===== src/rtl/nd_router_1to2_if.sv =====
// Message channel bundle for the router: address, data and redundancy fields
// plus a 4-phase req/ack handshake. The sender of messages uses "master".
interface nd_router_1to2_if #(
  parameter int ASZ = 8,
  parameter int DSZ = 8,
  parameter int RSZ = 4
);
  logic [ASZ-1:0] addr;
  logic [DSZ-1:0] dat;
  logic [RSZ-1:0] red;
  logic           req;
  logic           ack;

  modport master (output addr, output dat, output red, output req, input ack);
  modport slave  (input addr, input dat, input red, input req, output ack);
endinterface


===== src/rtl/nd_router_1to2.sv =====
// nd_router_1to2: takes messages off one 4-phase req/ack input channel and
// routes them to a local (snd0) or forward (snd1) output. Each output owns a
// one-message holding register so a blocked output never stalls the other.

// Level filter: the checked level follows the raw input only after the raw
// input has held the new level for CKS consecutive samples. The filtered
// output already reflects the sample that completes the run, so consumers
// react on the same edge.
module nd_router_1to2_dbnc #(
  parameter int CKS = 1
) (
  input  logic clk,
  input  logic rst_n,
  input  logic raw,
  output logic ckd
);
  localparam int CW = $clog2(CKS + 1);

  logic [CW-1:0] cnt;
  logic          lvl;
  logic          done;

  assign done = (raw != lvl) && (cnt == CW'(CKS - 1));
  assign ckd  = done ? raw : lvl;

  // count how long the raw input has disagreed with the accepted level
  always_ff @(posedge clk or negedge rst_n) begin
    if (!rst_n) begin
      cnt <= '0;
      lvl <= 1'b0;
    end else if (raw == lvl) begin
      cnt <= '0;
    end else if (done) begin
      lvl <= raw;
      cnt <= '0;
    end else begin
      cnt <= cnt + 1'b1;
    end
  end
endmodule

module nd_router_1to2 #(
  parameter int             ASZ         = 8,
  parameter int             DSZ         = 8,
  parameter int             RSZ         = 4,
  parameter logic [ASZ-1:0] LOCAL_ADDR  = '0,
  parameter int             RCV_REQ_CKS = 3,
  parameter int             SND_ACK_CKS = 2
) (
  input  logic             gch_clk,
  input  logic             gch_reset,
  output logic             gch_ready,
  nd_router_1to2_if.slave  rcv0,
  nd_router_1to2_if.master snd0,
  nd_router_1to2_if.master snd1
);
  typedef enum logic {R_IDLE = 1'b0, R_ACK = 1'b1} rstate_t;
  typedef enum logic [1:0] {S_IDLE = 2'd0, S_REQ = 2'd1, S_REL = 2'd2} sstate_t;

  rstate_t        rstate, rstate_nx;
  sstate_t        sstate    [2];
  sstate_t        sstate_nx [2];
  logic [1:0]     full, accept, rel, ckd_ack;
  logic           ckd_req, tgt, ready;
  logic [ASZ-1:0] hold_addr [2];
  logic [DSZ-1:0] hold_dat  [2];
  logic [RSZ-1:0] hold_red  [2];

  nd_router_1to2_dbnc #(.CKS(RCV_REQ_CKS)) u_dbnc_req (
    .clk(gch_clk), .rst_n(gch_reset), .raw(rcv0.req), .ckd(ckd_req));
  nd_router_1to2_dbnc #(.CKS(SND_ACK_CKS)) u_dbnc_ack0 (
    .clk(gch_clk), .rst_n(gch_reset), .raw(snd0.ack), .ckd(ckd_ack[0]));
  nd_router_1to2_dbnc #(.CKS(SND_ACK_CKS)) u_dbnc_ack1 (
    .clk(gch_clk), .rst_n(gch_reset), .raw(snd1.ack), .ckd(ckd_ack[1]));

  // exact match on the full address selects local delivery; all else forwards
  assign tgt = (rcv0.addr == LOCAL_ADDR) ? 1'b0 : 1'b1;

  // input handshake: accept only into an empty target, release once req drops
  always_comb begin
    rstate_nx = rstate;
    accept    = 2'b00;
    case (rstate)
      R_IDLE: begin
        if (ckd_req && !full[tgt]) begin
          rstate_nx   = R_ACK;
          accept[tgt] = 1'b1;
        end else begin
          rstate_nx = R_IDLE;
        end
      end
      R_ACK: begin
        if (!ckd_req) rstate_nx = R_IDLE;
        else          rstate_nx = R_ACK;
      end
      default: rstate_nx = R_IDLE;
    endcase
  end

  // per-output handshake; an ack seen while idle is a protocol error and ignored
  always_comb begin
    for (int i = 0; i < 2; i++) begin
      sstate_nx[i] = sstate[i];
      rel[i]       = 1'b0;
      case (sstate[i])
        S_IDLE: begin
          if (full[i]) sstate_nx[i] = S_REQ;
          else         sstate_nx[i] = S_IDLE;
        end
        S_REQ: begin
          if (ckd_ack[i]) sstate_nx[i] = S_REL;
          else            sstate_nx[i] = S_REQ;
        end
        S_REL: begin
          if (!ckd_ack[i]) begin
            sstate_nx[i] = S_IDLE;
            rel[i]       = 1'b1;
          end else begin
            sstate_nx[i] = S_REL;
          end
        end
        default: sstate_nx[i] = S_IDLE;
      endcase
    end
  end

  // state registers and the ready flag
  always_ff @(posedge gch_clk or negedge gch_reset) begin
    if (!gch_reset) begin
      rstate <= R_IDLE;
      ready  <= 1'b0;
      for (int i = 0; i < 2; i++) sstate[i] <= S_IDLE;
    end else begin
      rstate <= rstate_nx;
      ready  <= 1'b1;
      for (int i = 0; i < 2; i++) sstate[i] <= sstate_nx[i];
    end
  end

  // holding registers: load on accept, free once the output handshake ends
  always_ff @(posedge gch_clk or negedge gch_reset) begin
    if (!gch_reset) begin
      full <= 2'b00;
      for (int i = 0; i < 2; i++) begin
        hold_addr[i] <= '0;
        hold_dat[i]  <= '0;
        hold_red[i]  <= '0;
      end
    end else begin
      for (int i = 0; i < 2; i++) begin
        if (accept[i]) begin
          full[i]      <= 1'b1;
          hold_addr[i] <= rcv0.addr;
          hold_dat[i]  <= rcv0.dat;
          hold_red[i]  <= rcv0.red;
        end else if (rel[i]) begin
          full[i] <= 1'b0;
        end
      end
    end
  end

  assign gch_ready = ready;
  assign rcv0.ack  = (rstate == R_ACK);

  assign snd0.req  = (sstate[0] == S_REQ);
  assign snd0.addr = hold_addr[0];
  assign snd0.dat  = hold_dat[0];
  assign snd0.red  = hold_red[0];

  assign snd1.req  = (sstate[1] == S_REQ);
  assign snd1.addr = hold_addr[1];
  assign snd1.dat  = hold_dat[1];
  assign snd1.red  = hold_red[1];
endmodule


===== src/flat_wrapper.sv =====
// flat-port wrapper written by rule: the top's interface ports become plain ports
module nd_router_1to2_flat 
#(
  parameter int             ASZ         = 8,
  parameter int             DSZ         = 8,
  parameter int             RSZ         = 4,
  parameter logic [ASZ-1:0] LOCAL_ADDR  = '0,
  parameter int             RCV_REQ_CKS = 3,
  parameter int             SND_ACK_CKS = 2
)
  (gch_clk, gch_reset, gch_ready, rcv0_addr, rcv0_dat, rcv0_red, rcv0_req, rcv0_ack, snd0_addr, snd0_dat, snd0_red, snd0_req, snd0_ack, snd1_addr, snd1_dat, snd1_red, snd1_req, snd1_ack);
  nd_router_1to2_if #(.ASZ(ASZ), .DSZ(DSZ), .RSZ(RSZ)) rcv0_i ();
  nd_router_1to2_if #(.ASZ(ASZ), .DSZ(DSZ), .RSZ(RSZ)) snd0_i ();
  nd_router_1to2_if #(.ASZ(ASZ), .DSZ(DSZ), .RSZ(RSZ)) snd1_i ();
  input  logic gch_clk;
  input  logic gch_reset;
  output logic gch_ready;
  input wire logic [$bits(rcv0_i.addr)-1:0] rcv0_addr;
  input wire logic [$bits(rcv0_i.dat)-1:0] rcv0_dat;
  input wire logic [$bits(rcv0_i.red)-1:0] rcv0_red;
  input wire logic [$bits(rcv0_i.req)-1:0] rcv0_req;
  output wire logic [$bits(rcv0_i.ack)-1:0] rcv0_ack;
  output wire logic [$bits(snd0_i.addr)-1:0] snd0_addr;
  output wire logic [$bits(snd0_i.dat)-1:0] snd0_dat;
  output wire logic [$bits(snd0_i.red)-1:0] snd0_red;
  output wire logic [$bits(snd0_i.req)-1:0] snd0_req;
  input wire logic [$bits(snd0_i.ack)-1:0] snd0_ack;
  output wire logic [$bits(snd1_i.addr)-1:0] snd1_addr;
  output wire logic [$bits(snd1_i.dat)-1:0] snd1_dat;
  output wire logic [$bits(snd1_i.red)-1:0] snd1_red;
  output wire logic [$bits(snd1_i.req)-1:0] snd1_req;
  input wire logic [$bits(snd1_i.ack)-1:0] snd1_ack;
  assign rcv0_i.addr = rcv0_addr;
  assign rcv0_i.dat = rcv0_dat;
  assign rcv0_i.red = rcv0_red;
  assign rcv0_i.req = rcv0_req;
  assign rcv0_ack = rcv0_i.ack;
  assign snd0_addr = snd0_i.addr;
  assign snd0_dat = snd0_i.dat;
  assign snd0_red = snd0_i.red;
  assign snd0_req = snd0_i.req;
  assign snd0_i.ack = snd0_ack;
  assign snd1_addr = snd1_i.addr;
  assign snd1_dat = snd1_i.dat;
  assign snd1_red = snd1_i.red;
  assign snd1_req = snd1_i.req;
  assign snd1_i.ack = snd1_ack;
  nd_router_1to2 #(.ASZ(ASZ), .DSZ(DSZ), .RSZ(RSZ), .LOCAL_ADDR(LOCAL_ADDR), .RCV_REQ_CKS(RCV_REQ_CKS), .SND_ACK_CKS(SND_ACK_CKS)) u_core (.gch_clk(gch_clk), .gch_reset(gch_reset), .gch_ready(gch_ready), .rcv0(rcv0_i), .snd0(snd0_i), .snd1(snd1_i));
endmodule

===== config.mk =====
export PLATFORM = sky130hd
export DESIGN_NAME = nd_router_1to2_flat
export DESIGN_NICKNAME = d
export VERILOG_FILES = /design/src/rtl/nd_router_1to2_if.sv /design/src/rtl/nd_router_1to2.sv /design/src/flat_wrapper.sv
export SDC_FILE = /design/constraint.sdc
export NUM_CORES = 1
export LEC_CHECK = 0
export BUFFER_PORTS_ARGS = -buffer_cell sky130_fd_sc_hd__buf_2
export CAP_MARGIN = 0
export CORE_MARGIN = 10
export CORE_UTILIZATION = 31
export DETAILED_ROUTE_END_ITERATION = 10
export PLACE_DENSITY_LB_ADDON = 0.08
export SYNTH_ARGS = -nofsm -noshare
export SYNTH_HDL_FRONTEND = slang
export SYNTH_SLANG_ARGS = --single-unit
export TNS_END_PERCENT = 100

===== constraint.sdc =====
create_clock -name gch_clk -period 2.19 [get_ports gch_clk]
set_input_delay 0 -clock gch_clk [delete_from_list [all_inputs] [get_ports gch_clk]]
set_output_delay 0 -clock gch_clk [all_outputs]
set_load 0.02 [all_outputs]

==> metrics <==
via/cell ratio=4.202; total number of H-tree levels=3; most area-consuming cells after synthesis=sky130_fd_sc_hd__dfrtp_1 65%, sky130_fd_sc_hd__mux2_1 13%, sky130_fd_sc_hd__nor2b_1 4.3%; max incr delay on CP=0.52 ns; Die Y-Extent=103.9 um; setup slack on the worst flop-to-flop path=0.39 ns; number of gates given a new drive strength after cts=0; synthesis-stage register bit count=57; first-pass GRT wire length=8659 um; initial antenna violation count=0; antenna-violating nets left=0; final weighted congestion of routability-driven global placement=0.6922; cell taking the most area after synthesis=sky130_fd_sc_hd__dfrtp_1; total vias in the final route=1,454; boundary pin count=69; total of buffers placed on input and output ports=68; number of global-route vias before repair=1,759; share of synthesized area spent on multiplexers=18.42%; startpoint of the worst register-to-register path=u_core.u_dbnc_req.cnt[1]$_DFF_PN0_; Worst setup SP type=input port; Req. time, crit path=2.39 ns; pin count of the biggest net entering global routing=31; outcome=completed; Ys Warns=0; clock latency on the worst-skew pair=0.32 ns; starting utilization of the core area=31.92%; final count of hold timing violations=0; worst relative slew slack=56.97%; Worst Setup EP=u_core.snd0.dat[1]$_DFFE_PN0P_; number of clock sinks seen by CTS=57; CP max-delay cell=sky130_fd_sc_hd__dlygate4sd3_1; slew at the pin closest to its max-slew limit=0.6454 ns; number of filler instances in the final layout=640; Setup crit start=rcv0_addr[1]; average instance area after synthesis=15.14 um2; max-capacitance violation count=0; area fraction of the dominant cell type after synthesis=65.40%; final count of pins violating max slew=0; Tcrit/Tclk final=86.16%; category of the most critical setup path=in -> reg; series of cell instances along the critical path=dlygate4sd3_1, buf_2, nor4_4, nand2_2, nor4b_4, buf_4, mux2_1; share of the synthesized area in compound gates (AO/OA/AOI/OAI)=2.295%; adder and majority gate portion of the synthesized area=0%; R2R depth=5; number of remaining DRC errors=0; root cell of the clock tree=sky130_fd_sc_hd__clkbuf_8; setup violators final=0; time the worst path needs with I/O delays and setup=1.887 ns; unrepaired setup endpoints after global routing=no; area grow syn2layout=42.23%; top achievable clock speed=530.0 MHz; Cells after Synth=144; post-route core utilization=45.40%; main combinational cell family by area after synthesis=multiplexers; leakage power=1.583 nW; Inserted Diodes=0; Fin Setup TNS=0 ns; fraction of final layout cells with drive strength greater than 1=39.20%; detailed router's first-iteration violation count=28; die area=10,790 um2; x dimension of the die=103.9 um; maximum resistive drop on vdd=0.0005371 V; cell area after technology mapping=2181 um2; clock tree from TritonCTS=yes; half-perimeter wire length after placement=3770 um; number of optimization iterations in the first detailed-route pass=4; Bufs on Longest Clock Path=2; post-synthesis sequential area ratio=65.40%; number of cell rows=30; GR Overflow Total=0; endpoint arrival time on the critical path=2.08 ns; total detailed-routing wirelength=4925 um; R2R Path End=u_core.snd0.dat[1]$_DFFE_PN0P_; Max Clock Skew=0.008376 ns; areal power density over the cells=1208 nW/um2; xor/xnor cell area share of the yosys netlist=2.008%; maximum fanout encountered on the critical timing path=20; worst-case hold slack=0.2410 ns; CP endpoint kind=register; clock slew at reported path FFs=0.06 ns; routed wirelength normalized by instance count=14.23 um; Hold Path Class=in -> async; area of the placeable core=6832 um2; syn nets=169; library cells used by synthesis=22; NumNets Final=272; simple-gate share of the synthesized area=10.04%; number of buffers created by CTS=9; Total GRT Usage=9.758%
state kept, by name, indices dropped and copies added, names as in the netlist:
signal                  flops
u_core.snd1.addr            8
u_core.snd0.dat             8
u_core.sstate               4
u_core.snd1.red             4
u_core.u_dbnc_ack1.lvl      1
u_core.snd0.addr            8
u_core.u_dbnc_ack1.cnt      2
u_core.snd1.dat             8
u_core.full                 2
u_core.gch_ready            1
u_core.u_dbnc_ack0.cnt      2
u_core.u_dbnc_ack0.lvl      1
u_core.u_dbnc_req.cnt       2
u_core.snd0.red             4
u_core.rcv0.ack             1
u_core.u_dbnc_req.lvl       1
cell type report:
class | count | area, um2 | area share, %
clock buffer | 12 | 165.2 | 5.325
timing repair buffer | 96 | 623.1 | 20.09
inverter | 3 | 11.26 | 0.3631
sequential | 57 | 1426 | 45.99
multi-input combinational | 80 | 718.2 | 23.15
clock inverter | 2 | 37.54 | 1.210
tap | 96 | 120.1 | 3.873
kinds of logic after synthesis:
kind of cell	after synthesis
xor gates and xnor gates	5
other	1
DFF	57
and+or+nand+nor	30
muxes	36
AOI/OAI and AO/OA	8
buffers and inverters	7
report_power, final:
group          switching (mW)  internal, mW  leakage (nW)
clock                   0.371         0.606         0.101
sequential              0.197          1.38         0.734
combinational           0.674         0.524         0.749
total                    1.24          2.51          1.58
worst max-delay path: cells and delay by family:
family	cells	cell delay [ns]
buffers and inverters	3	0.97
AND/OR/NAND/NOR	3	0.74
multiplexers	1	0.36
synthesized netlist by cell type (all sizes together):
cell   number
a21oi       3
a31oi       3
a41oi       1
and2        2
buf         4
conb        1
dfrtp      57
inv         3
mux2       33
mux2i       3
nand2       1
nand3       1
nor2        6
nor2b      15
nor3        1
nor3b       1
nor4        2
nor4b       1
o21a        1
xnor2       5
worst min-delay path by stage:
stage | end | slack, ns | depth (start not counted)
after floorplan | u_core.full[0]$_DFFE_PN0P_ | -0.30 | 0
after global placement | u_core.snd1.addr[0]$_DFFE_PN0P_ | 0.05 | 1
after detailed placement | u_core.snd1.addr[1]$_DFFE_PN0P_ | 0.06 | 1
after CTS | u_core.snd1.addr[2]$_DFFE_PN0P_ | 0.25 | 2
after global routing | u_core.snd1.addr[2]$_DFFE_PN0P_ | 0.30 | 2
final | u_core.snd1.addr[2]$_DFFE_PN0P_ | 0.24 | 2
per-stage QoR:
step,cell area (um2),total power [mW],setup slack [ns],cells
4_1_cts,3102,3.837,0.2951,346
6_report,3102,3.748,0.3032,346
3_5_place_dp,2659,2.795,0.3737,308
3_3_place_gp,2659,2.742,0.4546,308
2_1_floorplan,2181,2.335,0.5671,144
5_1_grt,3102,4.009,0.1907,346
metal layers:
metal | share of wire [%] | wire (um) | GRT usage, % | vias to the layer above
li1 | - | - | - | 698
met1 | 44 | 2150 | 10.91 | 700
met2 | 48 | 2353 | 15.41 | 50
met3 | 7.2 | 353 | 4.089 | 6
met4 | 1.4 | 68 | 5.368 | 0
met5 | 0 | 0 | 0 | -
cells in the final DEF, fill, tap and decap left out, drive strengths merged, types with 5 or more instances in the layout:
master	count
nor2b	15
nor2	6
dfrtp	57
dlygate4sd3	24
mux2	33
buf	72
clkbuf	12
xnor2	5
what timing repair did:
item,4_1_cts,5_1_grt
buffers inserted,0,0
hold endpoints to repair,63,0
hold buffers,24,0
No activity file was read; power rests on OpenSTA's default activity.
